File: src/rtl/ps2_key_decoder_pkg.sv
// Shared constants, decoder state encoding and the key event record for the
// PS/2 scan-set-2 key decoder.
package ps2_pkg;

  localparam logic [7:0] BYTE_E0 = 8'hE0;
  localparam logic [7:0] BYTE_E1 = 8'hE1;
  localparam logic [7:0] BYTE_F0 = 8'hF0;
  localparam logic [7:0] BYTE_AA = 8'hAA;
  localparam logic [7:0] BYTE_FC = 8'hFC;
  localparam logic [7:0] BYTE_FA = 8'hFA;
  localparam logic [7:0] BYTE_EE = 8'hEE;
  localparam logic [7:0] BYTE_FE = 8'hFE;
  localparam logic [7:0] BYTE_00 = 8'h00;
  localparam logic [7:0] BYTE_FF = 8'hFF;

  localparam logic [2:0] PAUSE_LAST = 3'd6;

  typedef enum logic [2:0] {
    ST_IDLE  = 3'd0,
    ST_E0    = 3'd1,
    ST_F0    = 3'd2,
    ST_E0F0  = 3'd3,
    ST_PAUSE = 3'd4
  } ps2_state_e;

  typedef struct packed {
    logic [7:0] code;
    logic       ext;
    logic       brk;
    logic       pause;
  } key_event_t;

  function automatic logic is_prefix(input logic [7:0] b);
    return (b == BYTE_E0) || (b == BYTE_E1) || (b == BYTE_F0);
  endfunction

  function automatic logic is_sys(input logic [7:0] b);
    return (b == BYTE_AA) || (b == BYTE_FC) || (b == BYTE_FA) || (b == BYTE_EE) ||
           (b == BYTE_FE) || (b == BYTE_00) || (b == BYTE_FF);
  endfunction

  // Bytes expected after the leading E1 of the Pause make/break sequence.
  function automatic logic [7:0] pause_byte(input logic [2:0] idx);
    case (idx)
      3'd0:    return 8'h14;
      3'd1:    return 8'h77;
      3'd2:    return BYTE_E1;
      3'd3:    return BYTE_F0;
      3'd4:    return 8'h14;
      3'd5:    return BYTE_F0;
      3'd6:    return 8'h77;
      default: return 8'h00;
    endcase
  endfunction

endpackage

File: src/rtl/ps2_key_decoder_if.sv
// Bundle of the byte input, key event output, system byte output and
// key-state query signals of the PS/2 key decoder.
interface ps2_key_decoder_if;

  // Handshakes: a transfer happens on a rising clock edge where valid and
  // ready are both 1; valid and its payload hold until that edge, and ready
  // never depends on valid.
  logic [7:0] rx_data;
  logic       rx_user;
  logic       rx_valid;
  logic       rx_ready;

  logic [7:0] key_code;
  logic       key_ext;
  logic       key_break;
  logic       key_pause;
  logic       key_valid;
  logic       key_ready;

  logic [7:0] sys_code;
  logic       sys_valid;
  logic [7:0] err_count;

  logic [8:0] key_query;
  logic       key_is_down;

  logic [2:0] dbg_state;
  logic [2:0] dbg_pause_cnt;

  modport slave (
    input  rx_data, rx_user, rx_valid, key_ready, key_query,
    output rx_ready, key_code, key_ext, key_break, key_pause, key_valid,
           sys_code, sys_valid, err_count, key_is_down, dbg_state, dbg_pause_cnt
  );

  modport master (
    output rx_data, rx_user, rx_valid, key_ready, key_query,
    input  rx_ready, key_code, key_ext, key_break, key_pause, key_valid,
           sys_code, sys_valid, err_count, key_is_down, dbg_state, dbg_pause_cnt
  );

endinterface

File: src/rtl/ps2_key_decoder_event_fifo.sv
// Synchronous FIFO of key events; output data reads as zero while empty so
// the event fields are clean after reset.
module ps2_event_fifo
  import ps2_pkg::*;
#(
  parameter int FIFO_DEPTH = 4
) (
  input  logic                        clk,
  input  logic                        reset,
  input  logic                        i_in_valid,
  output logic                        o_in_ready,
  input  key_event_t                  i_in_data,
  output logic                        o_out_valid,
  input  logic                        i_out_ready,
  output key_event_t                  o_out_data,
  output logic [$clog2(FIFO_DEPTH):0] o_count
);

  localparam int AW = $clog2(FIFO_DEPTH);

  key_event_t       r_mem [FIFO_DEPTH];
  logic [AW-1:0]    r_wr_ptr;
  logic [AW-1:0]    r_rd_ptr;
  logic [AW:0]      r_count;
  logic             w_wr;
  logic             w_rd;

  assign o_in_ready  = r_count < (AW+1)'(FIFO_DEPTH);
  assign o_out_valid = r_count != '0;
  assign o_out_data  = o_out_valid ? r_mem[r_rd_ptr] : '0;
  assign o_count     = r_count;
  assign w_wr        = i_in_valid & o_in_ready;
  assign w_rd        = o_out_valid & i_out_ready;

  always_ff @(posedge clk) begin
    if (w_wr) r_mem[r_wr_ptr] <= i_in_data;
  end

  // Depth is a power of two, so the pointers wrap by plain overflow.
  always_ff @(posedge clk) begin
    if (reset) begin
      r_wr_ptr <= '0;
      r_rd_ptr <= '0;
      r_count  <= '0;
    end else begin
      if (w_wr) r_wr_ptr <= r_wr_ptr + AW'(1);
      if (w_rd) r_rd_ptr <= r_rd_ptr + AW'(1);
      case ({w_wr, w_rd})
        2'b10:   r_count <= r_count + (AW+1)'(1);
        2'b01:   r_count <= r_count - (AW+1)'(1);
        default: r_count <= r_count;
      endcase
    end
  end

endmodule

File: src/rtl/ps2_key_decoder.sv
// PS/2 scan-set-2 byte stream to key event decoder with an event FIFO.
// Optional key-down table enabled by defining PS2_KEY_STATE_EN.
module ps2_key_decoder
  import ps2_pkg::*;
#(
  parameter int FIFO_DEPTH = 4
) (
  input  logic             clk,
  input  logic             reset,
  ps2_key_decoder_if.slave bus
);

  localparam int CW = $clog2(FIFO_DEPTH) + 1;

  ps2_state_e r_state;
  ps2_state_e w_next_state;
  logic [2:0] r_pcnt;
  logic [2:0] w_next_pcnt;
  logic       w_accept;
  logic       w_push;
  logic       w_sys;
  logic       w_err;
  key_event_t w_evt;

  logic       r_stg_vld;
  key_event_t r_stg_evt;
  logic [7:0] r_sys_code;
  logic       r_sys_valid;
  logic [7:0] r_err_count;

  logic [CW-1:0] w_count;
  logic [CW-1:0] w_occ;
  key_event_t    w_head;
  logic          w_unused_in_ready;

  // Occupancy includes the staged event, so the FIFO can always absorb it.
  assign w_occ        = w_count + CW'(r_stg_vld);
  assign bus.rx_ready = w_occ < CW'(FIFO_DEPTH);
  assign w_accept     = bus.rx_valid & bus.rx_ready;

  always_comb begin
    w_next_state = r_state;
    w_next_pcnt  = r_pcnt;
    w_push       = 1'b0;
    w_sys        = 1'b0;
    w_err        = 1'b0;
    w_evt        = '0;
    w_evt.code   = bus.rx_data;
    if (w_accept) begin
      if (bus.rx_user) begin
        w_err        = 1'b1;
        w_next_state = ST_IDLE;
        w_next_pcnt  = 3'd0;
      end else begin
        case (r_state)
          ST_IDLE: begin
            if (bus.rx_data == BYTE_E0) w_next_state = ST_E0;
            else if (bus.rx_data == BYTE_F0) w_next_state = ST_F0;
            else if (bus.rx_data == BYTE_E1) begin
              w_next_state = ST_PAUSE;
              w_next_pcnt  = 3'd0;
            end else if (is_sys(bus.rx_data)) w_sys = 1'b1;
            else w_push = 1'b1;
          end
          ST_E0: begin
            w_next_state = ST_IDLE;
            if (bus.rx_data == BYTE_F0) w_next_state = ST_E0F0;
            else if (is_prefix(bus.rx_data)) w_err = 1'b1;
            else begin
              w_push    = 1'b1;
              w_evt.ext = 1'b1;
            end
          end
          ST_F0, ST_E0F0: begin
            w_next_state = ST_IDLE;
            if (is_prefix(bus.rx_data)) w_err = 1'b1;
            else begin
              w_push    = 1'b1;
              w_evt.ext = (r_state == ST_E0F0);
              w_evt.brk = 1'b1;
            end
          end
          ST_PAUSE: begin
            if (bus.rx_data != pause_byte(r_pcnt)) begin
              w_err        = 1'b1;
              w_next_state = ST_IDLE;
              w_next_pcnt  = 3'd0;
            end else if (r_pcnt == PAUSE_LAST) begin
              w_push       = 1'b1;
              w_evt.pause  = 1'b1;
              w_next_state = ST_IDLE;
              w_next_pcnt  = 3'd0;
            end else begin
              w_next_pcnt = r_pcnt + 3'd1;
            end
          end
          default: begin
            w_next_state = ST_IDLE;
            w_next_pcnt  = 3'd0;
          end
        endcase
      end
    end
  end

  always_ff @(posedge clk) begin
    if (reset) begin
      r_state     <= ST_IDLE;
      r_pcnt      <= 3'd0;
      r_stg_vld   <= 1'b0;
      r_stg_evt   <= '0;
      r_sys_code  <= 8'h00;
      r_sys_valid <= 1'b0;
      r_err_count <= 8'h00;
    end else begin
      r_state     <= w_next_state;
      r_pcnt      <= w_next_pcnt;
      r_stg_vld   <= w_push;
      r_stg_evt   <= w_evt;
      r_sys_valid <= w_sys;
      if (w_sys) r_sys_code <= bus.rx_data;
      if (w_err && (r_err_count != 8'hFF)) r_err_count <= r_err_count + 8'd1;
    end
  end

  ps2_event_fifo #(
    .FIFO_DEPTH (FIFO_DEPTH)
  ) u_fifo (
    .clk         (clk),
    .reset       (reset),
    .i_in_valid  (r_stg_vld),
    .o_in_ready  (w_unused_in_ready),
    .i_in_data   (r_stg_evt),
    .o_out_valid (bus.key_valid),
    .i_out_ready (bus.key_ready),
    .o_out_data  (w_head),
    .o_count     (w_count)
  );

  assign bus.key_code      = w_head.code;
  assign bus.key_ext       = w_head.ext;
  assign bus.key_break     = w_head.brk;
  assign bus.key_pause     = w_head.pause;
  assign bus.sys_code      = r_sys_code;
  assign bus.sys_valid     = r_sys_valid;
  assign bus.err_count     = r_err_count;
  assign bus.dbg_state     = r_state;
  assign bus.dbg_pause_cnt = r_pcnt;

`ifdef PS2_KEY_STATE_EN
  logic [511:0] r_key_tbl;
  logic         r_key_down;

  // Table follows events as they are decoded, ahead of the consumer popping them.
  always_ff @(posedge clk) begin
    if (reset) begin
      r_key_tbl  <= '0;
      r_key_down <= 1'b0;
    end else begin
      if (w_push && !w_evt.pause) r_key_tbl[{w_evt.ext, w_evt.code}] <= !w_evt.brk;
      r_key_down <= r_key_tbl[bus.key_query];
    end
  end

  assign bus.key_is_down = r_key_down;
`else
  logic w_unused_query;
  assign w_unused_query  = ^bus.key_query;
  assign bus.key_is_down = 1'b0;
`endif

endmodule

File: src/flat_wrapper.sv
// flat-port wrapper written by rule: the top's interface ports become plain ports
module ps2_key_decoder_flat import ps2_pkg::*;
#(
  parameter int FIFO_DEPTH = 4
)
  (clk, reset, bus_rx_data, bus_rx_user, bus_rx_valid, bus_key_ready, bus_key_query, bus_rx_ready, bus_key_code, bus_key_ext, bus_key_break, bus_key_pause, bus_key_valid, bus_sys_code, bus_sys_valid, bus_err_count, bus_key_is_down, bus_dbg_state, bus_dbg_pause_cnt);
  ps2_key_decoder_if bus_i ();
  input  logic clk;
  input  logic reset;
  input wire logic [$bits(bus_i.rx_data)-1:0] bus_rx_data;
  input wire logic [$bits(bus_i.rx_user)-1:0] bus_rx_user;
  input wire logic [$bits(bus_i.rx_valid)-1:0] bus_rx_valid;
  input wire logic [$bits(bus_i.key_ready)-1:0] bus_key_ready;
  input wire logic [$bits(bus_i.key_query)-1:0] bus_key_query;
  output wire logic [$bits(bus_i.rx_ready)-1:0] bus_rx_ready;
  output wire logic [$bits(bus_i.key_code)-1:0] bus_key_code;
  output wire logic [$bits(bus_i.key_ext)-1:0] bus_key_ext;
  output wire logic [$bits(bus_i.key_break)-1:0] bus_key_break;
  output wire logic [$bits(bus_i.key_pause)-1:0] bus_key_pause;
  output wire logic [$bits(bus_i.key_valid)-1:0] bus_key_valid;
  output wire logic [$bits(bus_i.sys_code)-1:0] bus_sys_code;
  output wire logic [$bits(bus_i.sys_valid)-1:0] bus_sys_valid;
  output wire logic [$bits(bus_i.err_count)-1:0] bus_err_count;
  output wire logic [$bits(bus_i.key_is_down)-1:0] bus_key_is_down;
  output wire logic [$bits(bus_i.dbg_state)-1:0] bus_dbg_state;
  output wire logic [$bits(bus_i.dbg_pause_cnt)-1:0] bus_dbg_pause_cnt;
  assign bus_i.rx_data = bus_rx_data;
  assign bus_i.rx_user = bus_rx_user;
  assign bus_i.rx_valid = bus_rx_valid;
  assign bus_i.key_ready = bus_key_ready;
  assign bus_i.key_query = bus_key_query;
  assign bus_rx_ready = bus_i.rx_ready;
  assign bus_key_code = bus_i.key_code;
  assign bus_key_ext = bus_i.key_ext;
  assign bus_key_break = bus_i.key_break;
  assign bus_key_pause = bus_i.key_pause;
  assign bus_key_valid = bus_i.key_valid;
  assign bus_sys_code = bus_i.sys_code;
  assign bus_sys_valid = bus_i.sys_valid;
  assign bus_err_count = bus_i.err_count;
  assign bus_key_is_down = bus_i.key_is_down;
  assign bus_dbg_state = bus_i.dbg_state;
  assign bus_dbg_pause_cnt = bus_i.dbg_pause_cnt;
  ps2_key_decoder #(.FIFO_DEPTH(FIFO_DEPTH)) u_core (.clk(clk), .reset(reset), .bus(bus_i));
endmodule
File: config.mk
export PLATFORM = sky130hd
export DESIGN_NAME = ps2_key_decoder_flat
export DESIGN_NICKNAME = d
export VERILOG_FILES = /design/src/rtl/ps2_key_decoder_pkg.sv /design/src/rtl/ps2_key_decoder_if.sv /design/src/rtl/ps2_key_decoder_event_fifo.sv /design/src/rtl/ps2_key_decoder.sv /design/src/flat_wrapper.sv
export SDC_FILE = /design/constraint.sdc
export NUM_CORES = 1
export LEC_CHECK = 0
export ABC_CLOCK_PERIOD_IN_PS = 3700
export BUFFER_PORTS_ARGS = -buffer_cell sky130_fd_sc_hd__buf_4
export CAP_MARGIN = 20
export CORE_MARGIN = 4
export CORE_UTILIZATION = 35
export DETAILED_ROUTE_END_ITERATION = 10
export PLACE_DENSITY = 0.58
export SETUP_SLACK_MARGIN = 0.05
export SYNTH_ARGS = -nofsm -noshare
export SYNTH_HDL_FRONTEND = slang
export SYNTH_HIERARCHICAL = 1
export SYNTH_SLANG_ARGS = --single-unit
File: constraint.sdc
create_clock -name clk -period 3.7 [get_ports clk]
set_input_delay 0.37 -clock clk [delete_from_list [all_inputs] [get_ports clk]]
set_output_delay 0.37 -clock clk [all_outputs]
set_load 0.005 [all_outputs]
==> out/results.tsv, run 1 <==
metric	value	unit
Peak supply drop	0.244	mV
Final Skew	0.00575	ns
pre-CTS setup slack	1.20	ns
post-detail-place hpwl	5.34	mm
worst path bufs/invs	0	
Yosys Warn Count	6	
worst skew pair latency	0.33	ns
Psw	0.000641	W
R2R Path End	u_core/bus.err_count[7]	
CTS tree	done	
fin. max-slew vios	0	
Initial DRC Count	135	
crit path setup slack, layout	1.19	ns
Layout Nets	398	
Core ar.	11000	um2
hold slack final	0.322	ns
endpoints failing setup	0	
max_slew headroom	50.9	%
DRT Wirelength	7.75	mm
critical path's slowest cell	dfxtp_1	
Tightest Hold Check Type	in2reg	
CTS Hold Bufs	0	
CP startpoint kind	flop	
Fin Setup TNS	0	ns
WHS Path Cells	2	
most frequent cells in the layout	buf_4, dfxtp_1, edfxtp_1	
clk slew on worst S/H paths	0.06	ns
vias in the first global route	2466	
f_max	398	MHz
Clock Sinks	88	
Congestion Overflow GR	0	
status	complete, no violations	
crit path cell chain	nand3b_1, o21ai_0, a311oi_1, or4_4, o21ai_2, or4_1, a21oi_1	
hold_sp	bus_rx_data[5]	
switching share of power	25.7	%
per-cell routed wire length	15.1	um
Antenna diodes	0	
CP top delay family	simple AND/OR/NAND/NOR gates	
die area	13200	um2
Leakage	1.73	nW
DR vias/cell	5.04	
antenna violations before repair	0	
Num CTS Buffers	9	
sequential power share	44.7	%
Max-cap violations	0	
commonest non-fill, non-tap cell in the layout	buf_4	
Area Overhead vs Synth	17.9	%
Synth Instances	329	
height of the die	115	um
Vias	2590	
Net Count, Synth	358	
post-CTS setup buffer count	0	
RR Startpoint	u_core/bus.dbg_pause_cnt[0]	
Tmin final	2.51	ns
gp weighted congestion	0.818	
starting density of the core	36.3	%
layout cell share with drive strength beyond 1	25.1	%
R2R depth	7	
first-pass GRT wire length	12.6	mm
reg2reg setup slack	1.19	ns
Total GRT Usage	12.3	%
PortBufs	48	
Post-CTS Resized	0	
residual DRC count	0	
Ports	59	
internal power component	0.00186	W
CTS root buf	clkbuf_16	
Rows	38	
Clock power frac	36.4	%
Synth Cell Area	3990	um2
critical path's largest stage delay	0.71	ns
WS Path Type	reg2reg	
Bufs on Longest Clock Path	2	
CP Capture Type	flop	
Slew @ Worst Pin	0.736	ns
crit share post-route	67.9	%
Avg Inst Size Synth	12.1	um2
Pre-antenna DRT Iters	4	
H-tree depth	3	
Worst Path Arrival	2.77	ns
WHS Endpoint	u_core/r_stg_evt[8]	
pwr/cell area	531	nW/um2
RSZ-0062 raised after global routing	no	
Logic pwr share	18.9	%
Crit path required time	3.96	ns
Final ANT Viol Nets	0	
pin count of the biggest net entering global routing	43	
Final Hold Viols	0	
CP Max Fanout	18	
chip width	115	um
worst reg2reg max path, stage by stage, from the launching register on:
cell and delay, ns:
dfxtp_1 0.71, nand3b_1 0.27, o21ai_0 0.11, a311oi_1 0.29
or4_4 0.21, o21ai_2 0.15, or4_1 0.55, a21oi_1 0.15
worst max-delay path by stage:
stage	from	end	slack, ns	depth (start not counted)
floorplan	u_core/bus.dbg_pause_cnt[0]	u_core/bus.err_count[1]	1.67	9
global placement	u_core/bus.dbg_pause_cnt[0]	u_core/bus.err_count[1]	1.24	7
detailed placement	u_core/bus.dbg_pause_cnt[0]	u_core/bus.err_count[1]	1.20	7
CTS	u_core/bus.dbg_pause_cnt[0]	u_core/bus.err_count[1]	1.18	7
global route	u_core/bus.dbg_pause_cnt[0]	u_core/bus.err_count[5]	0.95	7
finish	u_core/bus.dbg_pause_cnt[0]	u_core/bus.err_count[7]	1.19	7
cell type report:
type,instances,area (um2)
Fill cell,1020,6280
Sequential cell,88,2200
Multi-Input combinational cell,207,1600
Timing Repair Buffer,49,368
Clock buffer,10,239
Tap cell,140,175
Clock inverter,6,66.3
Inverter,14,52.6
routing by layer:
| layer | GRT usage, % | share of wire [%] | up-vias |
|---|---|---|---|
| met5 | 0 | 0 | - |
| met4 | 3.91 | 1.1 | 0 |
| met3 | 3.84 | 6.4 | 11 |
| met2 | 19.8 | 48 | 71 |
| met1 | 16.0 | 45 | 1234 |
| li1 | - | - | 1274 |
through the flow:
stage / area [um2] / total power [W] / instances / utilization [%]
floorplan: 3990 / 0.00147 / 329 / -
global placement: 4400 / 0.00161 / 498 / 40.1
detailed placement: 4400 / 0.00162 / 498 / 40.1
CTS: 4700 / 0.00254 / 514 / 42.8
global route: 4700 / 0.00263 / 514 / 42.8
finish: 4700 / 0.00250 / 514 / 42.8
sequential cells by signal, indices dropped and copies added, names as in the netlist, named ones only:
register	flops
u_core/u_fifo/r_mem	44
u_core/r_stg_evt	11
u_core/bus.err_count	8
u_core/bus.sys_code	8
u_core/bus.dbg_pause_cnt	3
u_core/bus.dbg_state	3
u_core/u_fifo/o_count	3
u_core/u_fifo/r_rd_ptr	2
u_core/u_fifo/r_wr_ptr	2
u_core/bus.sys_valid	1
u_core/r_stg_vld	1
power by group through the flow:
stage | Combinational (W) | Sequential (W) | Clock (W)
3_3_place_gp | 0.000474 | 0.00114 | 0
4_1_cts | 0.000484 | 0.00112 | 0.000942
5_1_grt | 0.000519 | 0.00113 | 0.000981
6_report | 0.000472 | 0.00112 | 0.000910
2_1_floorplan | 0.000363 | 0.00110 | 0
3_5_place_dp | 0.000480 | 0.00114 | 0
(Power assumes the default switching activity.)
==> run 2, diff against run 1 <==
--- a/config.mk
+++ b/config.mk
@@ -5,13 +5,14 @@
 export SDC_FILE = /design/constraint.sdc
 export NUM_CORES = 1
 export LEC_CHECK = 0
-export ABC_CLOCK_PERIOD_IN_PS = 3700
+export ABC_AREA = 1
+export ABC_CLOCK_PERIOD_IN_PS = 2070
 export BUFFER_PORTS_ARGS = -buffer_cell sky130_fd_sc_hd__buf_4
 export CAP_MARGIN = 20
 export CORE_MARGIN = 4
 export CORE_UTILIZATION = 35
 export DETAILED_ROUTE_END_ITERATION = 10
-export PLACE_DENSITY = 0.58
+export PLACE_DENSITY = 0.6
 export SETUP_SLACK_MARGIN = 0.05
 export SYNTH_ARGS = -nofsm -noshare
 export SYNTH_HDL_FRONTEND = slang
==> constraint.sdc (replaced) <==
create_clock -name clk -period 2.07 [get_ports clk]
set_input_delay 0.207 -clock clk [delete_from_list [all_inputs] [get_ports clk]]
set_output_delay 0.207 -clock clk [all_outputs]
set_load 0.005 [all_outputs]
==> run 2 against run 1 <==
  * Critical path depth down 1
  * Critical path type is now reg2out
  * Largest power group unchanged
  * Largest cell class unchanged
  * Total power up 92%
  * Cell count up 32%
  * Area after synthesis up 3.4%
==> out/results.tsv, run 2 <==
metric	value	unit
Ports	59	
Bufs on Longest Clock Path	2	
biggest regs	u_core/u_fifo/r_mem: 44 flops, u_core/r_stg_evt: 11 flops	
Tightest Hold Check Type	in2reg	
Fin Setup TNS	0	ns
Final ANT Viol Nets	0	
worst path bufs/invs	2	
Worst Path Arrival	1.63	ns
synth cell count leaders	nor2_1, nand2_1, inv_1	
H-tree depth	3	
crit share post-route	88.8	%
DRT Wirelength	9.42	mm
post-synth cell types	37	
post-detail-place hpwl	6.61	mm
Layout Nets	558	
Core ar.	11500	um2
Crit path required time	1.86	ns
Placed Instance Area	4620	um2
Psw	0.00147	W
first-pass GRT wire length	15.6	mm
Yosys Warn Count	6	
Rows	39	
Clock Sinks	88	
Seq cells post-synth	88	
Synth Cell Area	4130	um2
Total GRT Usage	14.6	%
Final Hold Viols	0	
height of the die	117	um
fin area	4940	um2
Peak supply drop	0.645	mV
most frequent cells in the layout	nor2_1, nand2_1, buf_4	
Initial DRC Count	204	
DR vias/cell	4.86	
Synth Instances	475	
pin count of the biggest net entering global routing	23	
sequential power share	41.6	%
Num CTS Buffers	9	
per-cell routed wire length	13.9	um
Net Count, Synth	504	
Logic pwr share	24.0	%
layout cell share with drive strength beyond 1	19.1	%
fin. max-slew vios	0	
CTS tree	done	
final core occ	43.1	%
vias in the first global route	3201	
gp weighted congestion	0.852	
FFs w/ async S/R, synth	0	%
endpoints failing setup	0	
Synth Flop Type	edfxtp_1	
Tmin final	1.84	ns
CP startpoint kind	flop	
critical path's largest stage delay	0.38	ns
crit path cell chain	buf_4, nor2_1, nor2_1, o21ai_0, a21oi_1, buf_4	
CTS root buf	clkbuf_16	
Congestion Overflow GR	0	
worst skew pair latency	0.33	ns
area leader, netlist	edfxtp_1	
post-synth top area share	32.0	%
die area	13600	um2
antenna violations before repair	0	
Post-synth EDFFs	44	
CP Max Fanout	22	
max reg flops	44	
synth top area cells	edfxtp_1, dfxtp_1, nor2_1, nand2_1, inv_1	
Clock power frac	34.4	%
Avg Inst Size Synth	8.69	um2
residual DRC count	0	
pwr/cell area	972	nW/um2
Area Overhead vs Synth	19.7	%
chip width	117	um
register area share after synthesis	53.4	%
most flop-heavy register	u_core/u_fifo/r_mem	
commonest non-fill, non-tap cell in the layout	nor2_1	
status	complete, no violations	
starting density of the core	36.0	%
CP Capture Type	output port	
most common cell in the synthesized netlist	nor2_1	
switching share of power	30.7	%
Final Skew	0.00656	ns
Vias	3287	
clk slew on worst S/H paths	0.07	ns
Antenna diodes	0	
RSZ-0062 raised after global routing	yes	
critical path's slowest cell	dfxtp_1	
PortBufs	48	
CP top delay family	buffers and inverters	
Pre-antenna DRT Iters	4	
internal power component	0.00333	W
WS Path Type	reg2out	
Leakage	2.02	nW
CTS Hold Bufs	0	
f_max	544	MHz
Max-cap violations	0	
==> run 2: layer usage <==
layer | share of wire [%] | track usage [%] | vias up
met2 | 50 | 25.1 | 84
met3 | 5.0 | 2.38 | 4
li1 | - | - | 1682
met5 | 0 | 0 | -
met4 | 0.41 | 4.43 | 0
met1 | 45 | 19.0 | 1517
==> run 2: worst min-delay path, cell delays in order <==
cell	delay (ns)
buf_4	0.10
inv_2	0.07
nor2_1	0.08
==> run 2: logic make-up (layout without fill, tap and decap cells) <==
kind of cell | Yosys count | after routing | synth area share, %
and+or+nand+nor | 233 | 233 | 25.6
DFF | 88 | 88 | 53.4
AOI/OAI and AO/OA | 73 | 73 | 9.73
buffers and inverters | 67 | 126 | 7.61
adders and majority gates | 7 | 7 | 2.30
xor gates and xnor gates | 6 | 6 | 1.27
other | 1 | 1 | 0.0909
==> run 2: path summary, 6_finish.rpt <==
kind	startpoint	endpoint	slack, ns	cells past startpoint
setup / recovery	flop	bus_key_pause	0.23	6
setup reg to reg	u_core/u_fifo/o_count[0]	u_core/u_fifo/o_count[2]	0.23	13
hold reg to reg	u_core/r_stg_evt[5]	u_core/u_fifo/r_mem[2][5]	0.47	0
hold / removal	bus_rx_data[0]	u_core/r_stg_evt[3]	0.17	3
==> run 2: area by class of cell <==
type                       count  area (um2)
multi-input combinational    320        1610
fill                        1122        6530
clock buffer                   9         225
timing repair buffer          58         435
sequential                    88        2200
tap                          143         179
inverter                      52         199
clock inverter                 7        85.1
==> run 2: what timing repair did <==
item,CTS,global route
setup endpoints to repair,0,13
setup buffers,0,0
gates resized for setup,0,3
==> run 2: power by group through the flow <==
stage / Clock, W / Combinational [W] / Sequential, W
after floorplan: 0 / 0.000713 / 0.00202
after global placement: 0 / 0.00114 / 0.00203
after detailed placement: 0 / 0.00116 / 0.00203
after CTS: 0.00171 / 0.00117 / 0.00199
after global routing: 0.00179 / 0.00131 / 0.00201
final: 0.00165 / 0.00115 / 0.00200
==> run 2: through the flow <==
step / hold slack, ns / total power, W / instances / worst slack (ns)
after CTS: 0.154 / 0.00487 / 677 / 0.134
after global routing: 0.178 / 0.00512 / 677 / 0.0378
after global placement: 0.450 / 0.00317 / 661 / 0.199
after floorplan: 0.285 / 0.00274 / 475 / 0.419
after detailed placement: 0.466 / 0.00320 / 661 / 0.153
final: 0.168 / 0.00480 / 677 / 0.232
